`src/rtl/read_memory_pkg.sv`:
```
// rtl/read_memory_pkg.sv - shared widths, depth and FSM state type for read_memory
package read_memory_pkg;

    localparam int DATA_W = 40;
    localparam int DEPTH  = 12;
    localparam int ADDR_W = 4;

    typedef enum logic [1:0] {
        S_IDLE   = 2'd0,
        S_STREAM = 2'd1,
        S_DONE   = 2'd2
    } state_t;

endpackage

```
`src/rtl/read_memory_if.sv`:
```
// rtl/read_memory_if.sv - load, start and output stream signals of read_memory
interface read_memory_if
    #(parameter int DATA_W = read_memory_pkg::DATA_W);

    import read_memory_pkg::*;

    logic                wr_en;
    logic [ADDR_W-1:0]   wr_addr;
    logic [DATA_W-1:0]   wr_data;
    logic                start;
    logic [ADDR_W-1:0]   len;
    logic [DATA_W-1:0]   out_data;
    logic                out_valid;
    logic                out_ready;
    logic                out_last;
    logic                busy;
    logic                done;
    logic                err;

    modport master (
        output wr_en, wr_addr, wr_data, start, len, out_ready,
        input  out_data, out_valid, out_last, busy, done, err
    );

    modport slave (
        input  wr_en, wr_addr, wr_data, start, len, out_ready,
        output out_data, out_valid, out_last, busy, done, err
    );

endinterface

```
`src/rtl/read_memory_regfile.sv`:
```
// rtl/read_memory_regfile.sv - word storage, one write port and one asynchronous read port
module read_memory_regfile #(
    parameter int DATA_W = 40,
    parameter int DEPTH  = 12,
    parameter int ADDR_W = 4
) (
    input  logic              clk,
    input  logic              reset,
    input  logic              i_wr_en,
    input  logic [ADDR_W-1:0] i_wr_addr,
    input  logic [DATA_W-1:0] i_wr_data,
    input  logic [ADDR_W-1:0] i_rd_addr,
    output logic [DATA_W-1:0] o_rd_data
);

    logic [DATA_W-1:0] r_mem [DEPTH];

    // Storage array; reset clears every word, out-of-range writes are ignored
    always_ff @(posedge clk or negedge reset) begin
        if (!reset) begin
            for (int i = 0; i < DEPTH; i++) begin
                r_mem[i] <= '0;
            end
        end else if (i_wr_en && (i_wr_addr < ADDR_W'(DEPTH))) begin
            r_mem[i_wr_addr] <= i_wr_data;
        end
    end

    // Out-of-range reads return zero rather than indexing past the array
    assign o_rd_data = (i_rd_addr < ADDR_W'(DEPTH)) ? r_mem[i_rd_addr] : '0;

endmodule

```
`src/rtl/read_memory.sv`:
```
// rtl/read_memory.sv - loadable word store that streams its first len words on request
module read_memory #(
    parameter int DATA_W = read_memory_pkg::DATA_W,
    parameter int DEPTH  = read_memory_pkg::DEPTH
) (
    input logic          clk,
    input logic          reset,
    read_memory_if.slave bus
);

    import read_memory_pkg::*;

    state_t            r_state;
    state_t            w_state_nxt;
    logic [ADDR_W-1:0] r_rd_ptr;
    logic [ADDR_W-1:0] r_len;
    logic              r_err;

    logic [DATA_W-1:0] w_rd_data;
    logic              w_wr_en;
    logic              w_len_ok;
    logic              w_accept;
    logic              w_reject;
    logic              w_xfer;
    logic              w_last;

    assign w_len_ok = (bus.len != '0) && (bus.len <= ADDR_W'(DEPTH));
    assign w_last   = (r_state == S_STREAM) && (r_rd_ptr == (r_len - ADDR_W'(1)));

    // Next-state, per-cycle strobes and stream outputs derived from the current state
    always_comb begin
        w_state_nxt   = r_state;
        w_wr_en       = 1'b0;
        w_accept      = 1'b0;
        w_reject      = 1'b0;
        w_xfer        = 1'b0;
        bus.out_valid = 1'b0;
        bus.out_last  = 1'b0;
        bus.out_data  = '0;
        bus.busy      = 1'b0;
        bus.done      = 1'b0;
        bus.err       = r_err;
        case (r_state)
            S_IDLE: begin
                w_wr_en = bus.wr_en && (bus.wr_addr < ADDR_W'(DEPTH));
                if (bus.start) begin
                    if (w_len_ok) begin
                        w_accept    = 1'b1;
                        w_state_nxt = S_STREAM;
                    end else begin
                        w_reject = 1'b1;
                    end
                end
            end
            S_STREAM: begin
                bus.out_valid = 1'b1;
                bus.out_last  = w_last;
                bus.out_data  = w_rd_data;
                bus.busy      = 1'b1;
                w_xfer        = bus.out_ready;
                if (w_xfer && w_last) begin
                    w_state_nxt = S_DONE;
                end
            end
            S_DONE: begin
                bus.busy    = 1'b1;
                bus.done    = 1'b1;
                w_state_nxt = S_IDLE;
            end
            default: begin
                w_state_nxt = S_IDLE;
            end
        endcase
    end

    // State register
    always_ff @(posedge clk or negedge reset) begin
        if (!reset) begin
            r_state <= S_IDLE;
        end else begin
            r_state <= w_state_nxt;
        end
    end

    // Read pointer, latched length and the rejected-start pulse
    always_ff @(posedge clk or negedge reset) begin
        if (!reset) begin
            r_rd_ptr <= '0;
            r_len    <= '0;
            r_err    <= 1'b0;
        end else begin
            r_err <= w_reject;
            if (w_accept) begin
                r_len    <= bus.len;
                r_rd_ptr <= '0;
            end else if (w_xfer) begin
                // Wrap to zero on the final word so the pointer never leaves the array
                if (w_last) begin
                    r_rd_ptr <= '0;
                end else begin
                    r_rd_ptr <= r_rd_ptr + ADDR_W'(1);
                end
            end
        end
    end

    read_memory_regfile #(
        .DATA_W (DATA_W),
        .DEPTH  (DEPTH),
        .ADDR_W (ADDR_W)
    ) u_regfile (
        .clk       (clk),
        .reset     (reset),
        .i_wr_en   (w_wr_en),
        .i_wr_addr (bus.wr_addr),
        .i_wr_data (bus.wr_data),
        .i_rd_addr (r_rd_ptr),
        .o_rd_data (w_rd_data)
    );

endmodule
```
`src/flat_wrapper.sv`:
```
// flat-port wrapper written by rule: the top's interface ports become plain ports
module read_memory_flat import read_memory_pkg::*;
#(
    parameter int DATA_W = read_memory_pkg::DATA_W,
    parameter int DEPTH  = read_memory_pkg::DEPTH
)
  (clk, reset, bus_wr_en, bus_wr_addr, bus_wr_data, bus_start, bus_len, bus_out_ready, bus_out_data, bus_out_valid, bus_out_last, bus_busy, bus_done, bus_err);
  read_memory_if #(.DATA_W(DATA_W)) bus_i ();
  input logic clk;
  input logic reset;
  input wire logic [$bits(bus_i.wr_en)-1:0] bus_wr_en;
  input wire logic [$bits(bus_i.wr_addr)-1:0] bus_wr_addr;
  input wire logic [$bits(bus_i.wr_data)-1:0] bus_wr_data;
  input wire logic [$bits(bus_i.start)-1:0] bus_start;
  input wire logic [$bits(bus_i.len)-1:0] bus_len;
  input wire logic [$bits(bus_i.out_ready)-1:0] bus_out_ready;
  output wire logic [$bits(bus_i.out_data)-1:0] bus_out_data;
  output wire logic [$bits(bus_i.out_valid)-1:0] bus_out_valid;
  output wire logic [$bits(bus_i.out_last)-1:0] bus_out_last;
  output wire logic [$bits(bus_i.busy)-1:0] bus_busy;
  output wire logic [$bits(bus_i.done)-1:0] bus_done;
  output wire logic [$bits(bus_i.err)-1:0] bus_err;
  assign bus_i.wr_en = bus_wr_en;
  assign bus_i.wr_addr = bus_wr_addr;
  assign bus_i.wr_data = bus_wr_data;
  assign bus_i.start = bus_start;
  assign bus_i.len = bus_len;
  assign bus_i.out_ready = bus_out_ready;
  assign bus_out_data = bus_i.out_data;
  assign bus_out_valid = bus_i.out_valid;
  assign bus_out_last = bus_i.out_last;
  assign bus_busy = bus_i.busy;
  assign bus_done = bus_i.done;
  assign bus_err = bus_i.err;
  read_memory #(.DATA_W(DATA_W), .DEPTH(DEPTH)) u_core (.clk(clk), .reset(reset), .bus(bus_i));
endmodule
```
`config.mk`:
```
export PLATFORM = sky130hd
export DESIGN_NAME = read_memory_flat
export DESIGN_NICKNAME = d
export VERILOG_FILES = /design/src/rtl/read_memory_pkg.sv /design/src/rtl/read_memory_if.sv /design/src/rtl/read_memory_regfile.sv /design/src/rtl/read_memory.sv /design/src/flat_wrapper.sv
export SDC_FILE = /design/constraint.sdc
export NUM_CORES = 1
export LEC_CHECK = 0
export BUFFER_PORTS_ARGS = -buffer_cell sky130_fd_sc_hd__buf_2
export CAP_MARGIN = 15
export CORE_AREA = 2 2 311 313
export DETAILED_ROUTE_END_ITERATION = 7
export DIE_AREA = 0 0 313 315
export PLACE_DENSITY_LB_ADDON = 0.3
export SLEW_MARGIN = 25
export SYNTH_ARGS = -nofsm -noshare
export SYNTH_HDL_FRONTEND = slang
export SYNTH_SLANG_ARGS = --single-unit
```
`constraint.sdc`:
```
create_clock -name clk -period 1.9 [get_ports clk]
set_input_delay 0.38 -clock clk [delete_from_list [all_inputs] [get_ports clk]]
set_output_delay 0.38 -clock clk [all_outputs]
set_load 0.005 [all_outputs]
```
Word-level counts from Yosys, hierarchy flattened --
Index checks and enable logic that the tools add are counted.
Storage, ports and cells: flip-flop bits (word level) 491, logic and storage cells 70
Cells by class: $add $sub $neg 2, magnitude comparators 6, reduce and logical (&&, ||, !) cells 11, equal/unequal tests 6, multiplexer cells 27, bitwise gates (word level) 2
Operator list (number):
- $bwmux 480 | 1
- $mux 40 | 5
- $bmux 40 s4 | 1
- $demux 40 s4 | 1
- $mux 1 | 12
- $mux 4 | 3
- $ge 5x5->1 const B | 2
- $not 4->5 | 2
- $lt 4x4->1 const B | 2
- $logic_and 1x1->1 | 6
- $mux 2 | 3
- $lt 5x1->1 const B | 1
- $add 4x1->4 const B | 1
- $eq 4x4->1 | 1
- $le 4x4->1 const B | 1
- $ne 2x2->1 const B | 2
- $pmux 2 s2 | 1
- $reduce_bool 4->1 | 1
- $sub 4x1->4 const B | 1
- $reduce_and 3->1 | 1
- $eq 2x1->1 const B | 1
- $eq 2x2->1 const B | 1
- $logic_not 2->1 | 1
- $ne 2x1->1 const B | 1
- 2 further kinds | 2

Depth between registers and ports, before layout --
Gate-level depths: netlist (run 1).
depth in word-level cells 6, mapped depth 7

Modules after synthesis --
A second synthesis (run 1) with hierarchy kept.
Unflattened totals: cells, all modules 1465, area, all modules 22490.3 um2
Modules (own cells, without submodules):
- read_memory_regfile | area each 21469.3 um2, sequential area each 12011.5 um2, instances 1, cells an instance 1352
- read_memory | area each 1021.0 um2, sequential area each 275.3 um2, instances 1, cells an instance 113

Worst setup path before layout (run 1) --
OpenSTA, ideal clock, no wires.
path kind register to output, start register u_core.r_rd_ptr[0], end output port bus_out_data[1], slack -0.199 ns, path buffers 3, required time 1.520 ns, data arrival time 1.719 ns, cell stages (with the launch flop) 8, cell sequence dfrtp_1 > buf_2 > buf_4 > buf_2 > mux4_2 > nand2_1 > o21ai_0 > and2_1
Between the ends: word-level cells in the longest chain between the ends 6
RTL lines:
- from (decl) | RTL line read_memory.sv:15 | logic [ADDR_W-1:0] r_rd_ptr;
- from (signal assigned) | RTL line read_memory.sv:101 | r_rd_ptr <= r_rd_ptr + ADDR_W'(1);
- $not 4->5 (implied by the code) | RTL line read_memory_regfile.sv:30 | assign o_rd_data = (i_rd_addr < ADDR_W'(DEPTH)) ? r_mem[i_rd_addr] : '0;
- $bmux 40 s4 | RTL line read_memory_regfile.sv:30
- $mux 40 (implied by the code) (2 in series) | RTL line read_memory_regfile.sv:30
- $mux 40 * | RTL line read_memory_regfile.sv:30
- $mux 40 * | RTL line read_memory.sv:43 | case (r_state)
- to (decl) | RTL line flat_wrapper.sv:17 | output wire logic [$bits(bus_i.out_data)-1:0] bus_out_data;
Mark *: on every way between the ends. The rest lies on a longest branch, timed or not. The select of a mux whose other input is x is not followed.

Final worst setup path (run 1) --
start register u_core.r_rd_ptr[0], end output port bus_out_data[6]
The elaborated chain is that of the path after synthesis.

==> results by group, run 1 <==
Floorplanning
  – Top-level I/O count: 98
  – Die height: 315 um
  – Area of the core: 95,700 um^2
  – Row count: 114
  – Die width: 313 um
  – Total die area: 98,600 um^2
  – Initial cell density of the core: 0.237

Synthesis
  – Sequential element share of the synthesized area: 0.541
  – Count of cell types in the netlist: 39
  – Netlist area before placement: 22,700 um^2
  – Post-synth EDFFs: 0
  – Cell count after synthesis: 1,463
  – Synthesized net count: 1,521
  – Most common library cells after synthesis: sky130_fd_sc_hd__dfrtp_1, sky130_fd_sc_hd__mux2_2, sky130_fd_sc_hd__mux4_2
  – Main flop type after synthesis: sky130_fd_sc_hd__dfrtp_1
  – Avg Cell Area, Syn: 15.5 um^2
  – Leading area contributor after synthesis: sky130_fd_sc_hd__dfrtp_1
  – Top-count cell post-synth: sky130_fd_sc_hd__dfrtp_1
  – Synthesis-stage register bit count: 491
  – Fraction of registers with async set or reset after synthesis: 1.00
  – Count of warnings emitted by yosys: 0
  – Synth area leaders: sky130_fd_sc_hd__dfrtp_1, sky130_fd_sc_hd__mux2_2, sky130_fd_sc_hd__mux4_2, sky130_fd_sc_hd__mux2_4, sky130_fd_sc_hd__mux2i_1
  – Area share of the largest cell type after synthesis: 0.541

STA
  – Setup WS post-layout: -1.07 ns
  – Total count of hold-check failures in the final report: 0
  – Worst slew margin relative to its limit: 0.612
  – Minimum clock period after layout: 2.97 ns
  – Fin Hold WS: 0.157 ns
  – Fin Clk Skew: 0.0347 ns
  – Achievable frequency: 337 MHz
  – Period utilisation layout: 1.56
  – Slew of the pin with the lowest slew margin: 0.583 ns
  – Final max-slew violation count: 0
  – Unrepaired setup endpoints after global routing: true
  – Count of final setup violators: 528

Finish
  – Ratio of cells with drive above 1 in the final layout: 0.622
  – Utilization of the core after routing: 0.336
  – Antenna Diode Count: 0
  – Area delta synth->final: 41.6%
  – Final Net Count: 1,797
  – Post-layout instance area: 32,200 um^2

Detailed routing
  – Detailed-route DRC error count: 0
  – Via-to-Cell Ratio: 4.58
  – Number of iterations in the first detailed-routing pass: 5
  – Vias after detailed routing: 14.0k
  – Post-DRT Antenna Nets: 0
  – Number of DRC markers in iteration 0: 882
  – Average routed wire per standard cell: 24.9 um
  – Drt total wl: 76,100 um

Critical path
  – Cells on worst reg2reg path: 12
  – CP Class: reg -> out
  – R2r endpoint: u_core.u_regfile.r_mem[23]
  – Setup slack on the worst flop-to-flop path: -0.44 ns
  – Data required time at the worst endpoint: 1.52 ns
  – Crit path capture type: output pin
  – Type of element launching the critical path: register
  – Launch point of the worst reg-to-reg path: u_core.r_state[1]
  – Critical path peak fanout: 8
  – Arrival time reported for the critical path endpoint: 2.59 ns

Placed design
  – Placement Cell Area: 26,100 um^2
  – Half-perimeter wire length after placement: 40,800 um
  – Routability cong.: 0.751
  – Number of buffers added on ports: 97
  – Worst slack at placement: -0.548 ns

Power and ir drop
  – Pwr Density: 1500 nW/um^2
  – Worst IR drop on VDD: 876 uV
  – Leak pwr: 0.0141 uW

Clock tree
  – Number of H-tree levels: 2
  – Later-pin clock latency in the skew report: 0.63 ns
  – Num Clock Sinks: 491
  – CTS root buffer: sky130_fd_sc_hd__clkbuf_16
  – CTS tree: yes
  – Number of buffers between clock root and the deepest sink: 3
  – Clock-pin slew on the worst setup and hold paths: 0.06 ns
  – Number of buffers created by CTS: 56

Hold path
  – Min-Delay Path Class: in -> reg
  – Beginning of the worst hold path: bus_start
  – Number of instances on the worst hold path: 4
  – Hold EP: u_core.bus.err

Run
  – Count of max-cap constraint violations: 0

GRT
  – Largest net degree at the start of global routing: 63
  – Via count of the first global-routing pass: 14.8k
  – Overflow left after global routing: 0
  – Wire length of the first global-routing pass: 98,500 um
  – Number of antenna violations at the first check in global routing: 9
  – Total Routing Usage GR: 0.133

Status
  – Violations in the final reports: negative setup slack
  – Run status: finished, violations left
==> routing by layer <==
metal,track usage,part of all wire,up-vias
li1,-,-,5915
met1,0.182,0.46,7670
met2,0.216,0.47,304
met3,0.0285,0.047,106
met4,0.0279,0.026,12
met5,0,0.00095,-
==> repair_timing <==
action                                  CTS  global route
gates resized for setup                 127           520
pin swaps                                12            45
cloned                                   10            42
hold buffers                              5             0
hold endpoints to repair                 32             0
setup buffers                            17            47
endpoints found under the setup margin  528           530
==> critical path, cell delays in order (launching register included) <==
cell and delay (ns):
sky130_fd_sc_hd__dfrtp_4 0.55, sky130_fd_sc_hd__buf_12 0.20, sky130_fd_sc_hd__buf_12 0.12, sky130_fd_sc_hd__buf_16 0.11
sky130_fd_sc_hd__mux4_2 0.50, sky130_fd_sc_hd__mux2i_1 0.14, sky130_fd_sc_hd__o21ai_1 0.09, sky130_fd_sc_hd__and2_1 0.14
sky130_fd_sc_hd__buf_2 0.12
==> power breakdown <==
group          switching [uW]  total [uW]  leakage (uW)  internal (uW)
clock network            4520       11000      0.000932           6520
registers                2690       17800       0.00618          15100
logic                    6680       19500       0.00694          12900
total                   13900       48400        0.0141          34500
==> metrics by stage <==
stage          power, uW  TNS, ns  instances
6_report           48400  -180.34       3057
5_1_grt            50900  -217.50       3057
4_1_cts            45200  -107.37       2975
3_5_place_dp       32300  -106.38       2843
3_3_place_gp       31700  -100.43       2843
2_1_floorplan      27300    -1.68       1463
==> sequential cells by signal (all words and copies together) (netlist names) <==
name,count
u_core.u_regfile.r_mem,480
u_core.r_len,4
u_core.r_rd_ptr,4
u_core.r_state,2
u_core.bus.err,1
==> worst max path at each step <==
stage | startpoint | end | slack [ns]
after floorplan | u_core.r_rd_ptr[0] | bus_out_data[18] | -0.05
after global placement | u_core.r_rd_ptr[0] | bus_out_data[22] | -0.51
after detailed placement | u_core.r_rd_ptr[0] | bus_out_data[22] | -0.55
after CTS | u_core.r_rd_ptr[0] | bus_out_data[30] | -1.11
after global routing | u_core.r_rd_ptr[0] | bus_out_data[9] | -1.17
final | u_core.r_rd_ptr[0] | bus_out_data[6] | -1.07
==> area by class of cell <==
type | instances | area, um^2
timing repair buffer | 354 | 4660
clock inverter | 18 | 210
inverter | 6 | 22.5
clock buffer | 82 | 1680
sequential | 491 | 12300
tap | 1276 | 1600
multi-input combinational | 830 | 11700
fill | 9086 | 63500
==> cell usage in the layout, fill, tap and decap left out, drive strengths merged, types with 2 or more instances in the layout <==
cell	netlist	layout
xor2	4	4
nor2	10	10
nor4	2	2
mux2	483	483
clkinv	0	13
clkbuf	19	117
bufinv	0	3
inv	6	6
and2	41	41
dlygate4sd3	0	5
a22o	2	2
dfrtp	491	491
a31oi	2	2
ha	5	5
and3	2	2
clkinvlp	0	2
nor3	6	6
mux4	120	120
buf	117	313
xnor2	2	2
nand3b	2	2
o311ai	2	2
or3b	2	2
o31a	2	2
o21ai	42	42
nand2	47	47
mux2i	40	40
nand3	4	4
nor2b	3	3
==> kinds of logic after synthesis <==
logic type | Yosys count | share of synthesized area
adder cells (fa/ha/maj) | 5 | 0.00275
flip-flops | 491 | 0.541
XOR/XNOR | 7 | 0.00330
AO/OA/AOI/OAI | 55 | 0.0140
buffers and inverters | 142 | 0.0290
AND/OR/NAND/NOR | 120 | 0.0273
multiplexers | 643 | 0.383
Note: power is estimated with default switching activity, not from simulation.
==> run 2: changes to the inputs <==
--- a/config.mk
+++ b/config.mk
@@ -11,6 +11,7 @@
 export DETAILED_ROUTE_END_ITERATION = 7
 export DIE_AREA = 0 0 313 315
 export PLACE_DENSITY_LB_ADDON = 0.3
+export SETUP_SLACK_MARGIN = 0.15
 export SLEW_MARGIN = 25
 export SYNTH_ARGS = -nofsm -noshare
 export SYNTH_HDL_FRONTEND = slang
==> results by group, run 2 (same netlist as run 1, synthesis figures left out) <==
Power and ir drop
  – Cell-internal power: 34,700 uW
  – Fraction of power consumed by combinational cells: 0.412
  – Sequential group share of total power: 0.366
  – Leak pwr: 0.0143 uW
  – Switching fraction of total power: 0.286
  – Clock network fraction of total power: 0.222
  – Power dissipated by switching net loads: 13,900 uW
  – Pwr Density: 1470 nW/um^2
  – Worst IR drop on VDD: 656 uV

Floorplanning
  – Die height: 315 um
  – Die width: 313 um
  – Area of the core: 95,700 um^2
  – Top-level I/O count: 98
  – Row count: 114
  – Initial cell density of the core: 0.237
  – Total die area: 98,600 um^2

STA
  – Fin Hold WS: 0.0486 ns
  – Worst slew margin relative to its limit: 0.654
  – Total count of hold-check failures in the final report: 0
  – Achievable frequency: 337 MHz
  – Slew of the pin with the lowest slew margin: 0.514 ns
  – Unrepaired setup endpoints after global routing: true
  – Setup WS post-layout: -1.07 ns
  – Count of final setup violators: 487
  – Fin Clk Skew: 0.0199 ns
  – Final max-slew violation count: 0
  – Period utilisation layout: 1.56
  – Minimum clock period after layout: 2.97 ns
  – Setup total negative slack: -168.58 ns

GRT
  – Overflow left after global routing: 0
  – Global routing met2 resource utilization: 0.233
  – Via count of the first global-routing pass: 15.3k
  – Largest net degree at the start of global routing: 68
  – GRT Max-Usage Layer: met2
  – Fraction of met3 tracks used by global routing: 0.0216
  – Total Routing Usage GR: 0.146
  – Number of antenna violations at the first check in global routing: 16
  – M1 GR Usage: 0.207
  – Wire length of the first global-routing pass: 108,000 um

Hold path
  – Hold EP: u_core.r_len[2]
  – Beginning of the worst hold path: bus_len[2]
  – Number of instances on the worst hold path: 2
  – Min-Delay Path Class: in -> reg

Finish
  – Largest reg by FF count: u_core.u_regfile.r_mem
  – Ratio of cells with drive above 1 in the final layout: 0.628
  – Commonest non-fill, non-tap cells in the layout: sky130_fd_sc_hd__dfrtp_1, sky130_fd_sc_hd__mux2_4, sky130_fd_sc_hd__mux4_2
  – Count of fill cells added during filler insertion: 8,986
  – Area delta synth->final: 45.2%
  – Number of flip-flops under the largest register name: 480
  – Commonest non-fill, non-tap cell in the layout: sky130_fd_sc_hd__dfrtp_1
  – Final Net Count: 1,812
  – Regs by FF count: u_core.u_regfile.r_mem: 480 flops, u_core.r_len: 4 flops, u_core.r_rd_ptr: 4 flops
  – Final standard cell count with taps included and fillers excluded: 3,070

Clock tree
  – Number of H-tree levels: 2
  – Number of buffers created by CTS: 53
  – Clock-pin slew on the worst setup and hold paths: 0.08 ns
  – Number of buffers between clock root and the deepest sink: 3
  – Num Clock Sinks: 491
  – Later-pin clock latency in the skew report: 0.61 ns
  – CTS root buffer: sky130_fd_sc_hd__clkbuf_16
  – CTS tree: yes

Placed design
  – Number of placed instances, taps included: 2,830
  – Number of buffers added on ports: 97
  – Routability cong.: 0.727
  – Half-perimeter wire length after placement: 40,300 um
  – Worst slack at placement: -0.510 ns

Detailed routing
  – Post-DRT Antenna Nets: 0
  – Number of DRC markers in iteration 0: 760
  – Average routed wire per standard cell: 24.6 um
  – Detailed-route DRC error count: 0
  – Vias after detailed routing: 14.1k
  – Number of iterations in the first detailed-routing pass: 5
  – Drt total wl: 75,400 um
  – Via-to-Cell Ratio: 4.60

Critical path
  – Arrival time reported for the critical path endpoint: 2.59 ns
  – Launch point of the worst reg-to-reg path: u_core.r_rd_ptr[0]
  – Setup slack on the worst flop-to-flop path: -0.81 ns
  – Cells on worst reg2reg path: 18
  – Crit-path max cell delay: 0.49 ns
  – Family with the most delay on the worst path: multiplexers
  – Critical path peak fanout: 7
  – Critical path's slowest cell: sky130_fd_sc_hd__mux4_2
  – Crit path cell chain: buf_12 > buf_16 > buf_12 > mux4_2 > mux2i_1 > o21ai_2 > and2_1 > buf_2
  – Most Frequent Cell on Critical Path: sky130_fd_sc_hd__buf_12
  – Data required time at the worst endpoint: 1.52 ns
  – Type of element launching the critical path: register
  – CP Buf/Inv Count: 4
  – CP Class: reg -> out
  – Crit path capture type: output pin
  – R2r endpoint: u_core.r_state[1]

Status
  – Run status: finished, violations left
  – Violations in the final reports: negative setup slack

Run
  – Count of max-cap constraint violations: 0
## run 2: cell types whose count changed in the layout (fill, tap and decap cells not counted), sizes merged
| cell | delta |
|---|---|
| buf | +46 |
| bufbuf | -1 |
| bufinv | +2 |
| clkbuf | -32 |
| clkinv | -3 |
| diode | +4 |
| dlygate4sd3 | -4 |
| inv | +1 |
## run 2: power by group through the flow
stage	Combinational [uW]	Clock (uW)	Sequential, uW
6_report	20000	10800	17800
4_1_cts	18000	11000	17600
3_3_place_gp	14600	0	17400
2_1_floorplan	10800	0	16700
3_5_place_dp	15000	0	17700
5_1_grt	21400	11500	18300
## run 2: metrics by stage
| step | total power [uW] | area (um^2) | util |
|---|---|---|---|
| final | 48600 | 33000 | 0.344 |
| after global routing | 51100 | 33000 | 0.344 |
| after CTS | 46600 | 31200 | 0.326 |
| after detailed placement | 32600 | 26300 | 0.275 |
| after global placement | 32000 | 26300 | 0.275 |
| after floorplan | 27500 | 23100 | - |
## run 2: area by class of cell
class / instances / area, um^2 / area share
clock buffer: 73 / 1550 / 0.0471
multi-input combinational: 830 / 11800 / 0.357
timing repair buffer: 372 / 5490 / 0.167
inverter: 6 / 22.5 / 0.000683
sequential: 491 / 12300 / 0.373
clock inverter: 18 / 231 / 0.00702
tap: 1276 / 1600 / 0.0484
antenna: 4 / 10.0 / 0.000304
## run 2: worst reg2reg max path, cell delays in order (launching register included)
cell	delay [ns]
sky130_fd_sc_hd__dfrtp_4	0.53
sky130_fd_sc_hd__buf_6	0.15
sky130_fd_sc_hd__buf_6	0.12
sky130_fd_sc_hd__clkbuf_16	0.16
sky130_fd_sc_hd__buf_6	0.11
sky130_fd_sc_hd__buf_8	0.11
sky130_fd_sc_hd__xor2_2	0.14
sky130_fd_sc_hd__buf_4	0.13
sky130_fd_sc_hd__buf_6	0.10
sky130_fd_sc_hd__buf_6	0.10
sky130_fd_sc_hd__buf_6	0.10
sky130_fd_sc_hd__buf_6	0.10
sky130_fd_sc_hd__buf_6	0.10
sky130_fd_sc_hd__buf_6	0.10
sky130_fd_sc_hd__buf_6	0.10
sky130_fd_sc_hd__buf_6	0.11
sky130_fd_sc_hd__nand3_4	0.10
sky130_fd_sc_hd__nor4_4	0.04
sky130_fd_sc_hd__o22a_1	0.19
## run 2: routing by layer
metal | wire [um] | share of wire
met2 | 35300 | 0.47
met5 | 73 | 0.00097
met4 | 1790 | 0.024
met1 | 35000 | 0.46
met3 | 3310 | 0.044
## run 2: worst max path at each step
stage,startpoint,end,slack (ns),cells after the start
after floorplan,u_core.r_rd_ptr[0],bus_out_data[18],-0.05,7
after global placement,u_core.r_rd_ptr[0],bus_out_data[18],-0.55,6
after detailed placement,u_core.r_rd_ptr[0],bus_out_data[13],-0.51,6
after CTS,u_core.r_rd_ptr[0],bus_out_data[33],-1.08,8
after global routing,u_core.r_rd_ptr[0],bus_out_data[23],-1.20,8
final,u_core.r_rd_ptr[0],bus_out_data[23],-1.07,8
## run 2: what timing repair did
| item | 4_1_cts | 5_1_grt |
|---|---|---|
| pin swaps | 40 | 36 |
| cloned | 39 | 12 |
| buffers inserted | 71 | 22 |
| resized for setup | 338 | 313 |
| setup endpoints to repair | 529 | 531 |
| hold buffers | 1 | 0 |
| hold endpoints to repair | 197 | 0 |
==> run 3: changes to the inputs <==
--- a/config.mk
+++ b/config.mk
@@ -10,6 +10,7 @@
 export CORE_AREA = 2 2 311 313
 export DETAILED_ROUTE_END_ITERATION = 7
 export DIE_AREA = 0 0 313 315
+export GPL_TIMING_DRIVEN = 0
 export PLACE_DENSITY_LB_ADDON = 0.3
 export SETUP_SLACK_MARGIN = 0.15
 export SLEW_MARGIN = 25
==> results by group, run 3 (same netlist as run 1, synthesis figures left out) <==
STA
  – Achievable frequency: 326 MHz
  – Worst slew margin relative to its limit: 0.156
  – Fin Clk Skew: 0.0138 ns
  – Final max-slew violation count: 0
  – Minimum clock period after layout: 3.07 ns
  – Slew of the pin with the lowest slew margin: 1.25 ns
  – Setup total negative slack: -285.16 ns
  – Setup WS post-layout: -1.17 ns
  – Fin Hold WS: -0.313 ns
  – Unrepaired setup endpoints after global routing: true
  – Period utilisation layout: 1.62
  – Count of final setup violators: 529
  – Total count of hold-check failures in the final report: 77

Finish
  – Regs by FF count: u_core.u_regfile.r_mem: 480 flops, u_core.r_len: 4 flops, u_core.r_rd_ptr: 4 flops
  – Largest reg by FF count: u_core.u_regfile.r_mem
  – Number of flip-flops under the largest register name: 480
  – Utilization of the core after routing: 0.340
  – Commonest non-fill, non-tap cells in the layout: sky130_fd_sc_hd__dfrtp_1, sky130_fd_sc_hd__mux2_4, sky130_fd_sc_hd__mux4_2
  – Final Net Count: 1,842
  – Final standard cell count with taps included and fillers excluded: 3,109
  – Area delta synth->final: 43.4%
  – Ratio of cells with drive above 1 in the final layout: 0.603
  – Commonest non-fill, non-tap cell in the layout: sky130_fd_sc_hd__dfrtp_1

Critical path
  – Critical path's slowest cell: sky130_fd_sc_hd__mux4_2
  – Crit path capture type: output pin
  – CP Class: reg -> out
  – Most Frequent Cell on Critical Path: sky130_fd_sc_hd__buf_6
  – Type of element launching the critical path: register
  – Critical path peak fanout: 7
  – Data required time at the worst endpoint: 1.52 ns
  – Launch point of the worst reg-to-reg path: u_core.r_state[0]
  – Arrival time reported for the critical path endpoint: 2.69 ns
  – Crit path cell chain: buf_6 > buf_12 > buf_16 > mux4_2 > mux2i_2 > o21ai_1 > and2_4 > buf_6
  – Start point of the critical path: u_core.r_rd_ptr[0]
  – Crit-path max cell delay: 0.53 ns

Clock tree
  – Clock-pin slew on the worst setup and hold paths: 0.06 ns
  – Number of H-tree levels: 2
  – Num Clock Sinks: 491
  – Number of buffers created by CTS: 55
  – Number of buffers between clock root and the deepest sink: 3
  – Hold Buf Count CTS: 5
  – Later-pin clock latency in the skew report: 0.62 ns
  – CTS root buffer: sky130_fd_sc_hd__clkbuf_16
  – CTS tree: yes

Detailed routing
  – Number of DRC markers in iteration 0: 1,014
  – Vias after detailed routing: 14.5k
  – Detailed-route DRC error count: 0
  – Number of iterations in the first detailed-routing pass: 5
  – Post-DRT Antenna Nets: 0
  – Drt total wl: 81,400 um
  – Average routed wire per standard cell: 26.2 um
  – Via-to-Cell Ratio: 4.66

GRT
  – Via count of the first global-routing pass: 15.8k
  – M1 GR Usage: 0.209
  – Fraction of met3 tracks used by global routing: 0.0387
  – Largest net degree at the start of global routing: 93
  – Number of antenna violations at the first check in global routing: 17
  – Global routing met2 resource utilization: 0.255
  – Wire length of the first global-routing pass: 114,000 um
  – Overflow left after global routing: 0
  – GRT Max-Usage Layer: met2
  – Total Routing Usage GR: 0.158

Floorplanning
  – Total die area: 98,600 um^2
  – Initial cell density of the core: 0.237
  – Area of the core: 95,700 um^2
  – Row count: 114
  – Die width: 313 um
  – Top-level I/O count: 98
  – Die height: 315 um

Placed design
  – Half-perimeter wire length after placement: 43,400 um
  – Routability cong.: 0.738
  – Number of buffers added on ports: 97
  – Number of placed instances, taps included: 2,841

Power and ir drop
  – Switching fraction of total power: 0.297
  – Power consumption: 48,300 uW
  – Leak pwr: 0.0142 uW
  – Fraction of power consumed by combinational cells: 0.403
  – Pwr Density: 1480 nW/um^2
  – Cell-internal power: 33,900 uW
  – Power dissipated by switching net loads: 14,400 uW
  – Sequential group share of total power: 0.366
  – Worst IR drop on VDD: 850 uV
  – Clock network fraction of total power: 0.231

Hold path
  – Min-Delay Path Class: in -> async

Status
  – Run status: finished, violations left
  – Violations in the final reports: negative hold slack, negative setup slack

Run
  – Count of max-cap constraint violations: 0
## run 3: cell count changes in the layout (fill, tap and decap cells not counted), sizes merged
| cell | before | now |
|---|---|---|
| buf | 359 | 368 |
| dlygate4sd3 | 1 | 5 |
| clkinvlp | 2 | 1 |
| clkinv | 10 | 4 |
| inv | 7 | 9 |
| bufinv | 5 | 4 |
| clkbuf | 85 | 117 |
## run 3: power groups by stage
stage / registers, uW / clock network, uW / logic (uW)
finish: 17700 / 11200 / 19400
global route: 18200 / 11800 / 20600
CTS: 17500 / 11300 / 17900
detailed placement: 17500 / 0 / 14700
global placement: 17200 / 0 / 14300
floorplan: 16700 / 0 / 10800
## run 3: layer usage
metal	up-vias	part of all wire
met3	160	0.064
met2	428	0.47
met5	-	0.0018
li1	6011	-
met4	22	0.033
met1	7859	0.43
## run 3: cell type report
| type | instances | area, um^2 |
|---|---|---|
| Sequential cell | 491 | 12300 |
| Clock inverter | 12 | 189 |
| Antenna cell | 4 | 10.0 |
| Timing Repair Buffer | 264 | 3550 |
| Clock buffer | 90 | 1690 |
| Multi-Input combinational cell | 830 | 11600 |
| Tap cell | 1276 | 1600 |
| Buffer | 136 | 1620 |
| Inverter | 6 | 25.0 |
| Fill cell | 8995 | 63100 |
## run 3: worst max-delay path: cells and delay by family, from the launching register on
kind	cells	cell delay [ns]
mux	2	0.74
buf+inv	4	0.66
flops	1	0.37
simple gates	1	0.21
compound gates	1	0.08
## run 3: path summary, 6_finish.rpt
kind / slack [ns] / to / depth (start not counted)
hold / removal: -0.31 / u_core.u_regfile.r_mem[428] / 1
min in group clk: 0.03 / u_core.u_regfile.r_mem[406] / 2
max in group asynchronous: 0.50 / u_core.u_regfile.r_mem[458] / 4
setup reg to reg: -0.65 / u_core.u_regfile.r_mem[435] / 12
setup / recovery: -1.17 / bus_out_data[21] / 8
hold reg to reg: 0.50 / u_core.u_regfile.r_mem[129] / 1
## run 3: repair_timing
item	4_1_cts	5_1_grt
hold endpoints to repair	85	77
gates resized for setup	585	246
setup buffers	77	29
setup endpoints to repair	531	626
pin swaps	15	27
gates cloned	42	10
## run 3: per-stage QoR
step	area (um^2)	setup slack [ns]
final	32600	-1.17
after global routing	32600	-1.27
after CTS	31100	-1.18
after detailed placement	25300	-1.09
after global placement	25200	-9.36
after floorplan	23100	-0.0530
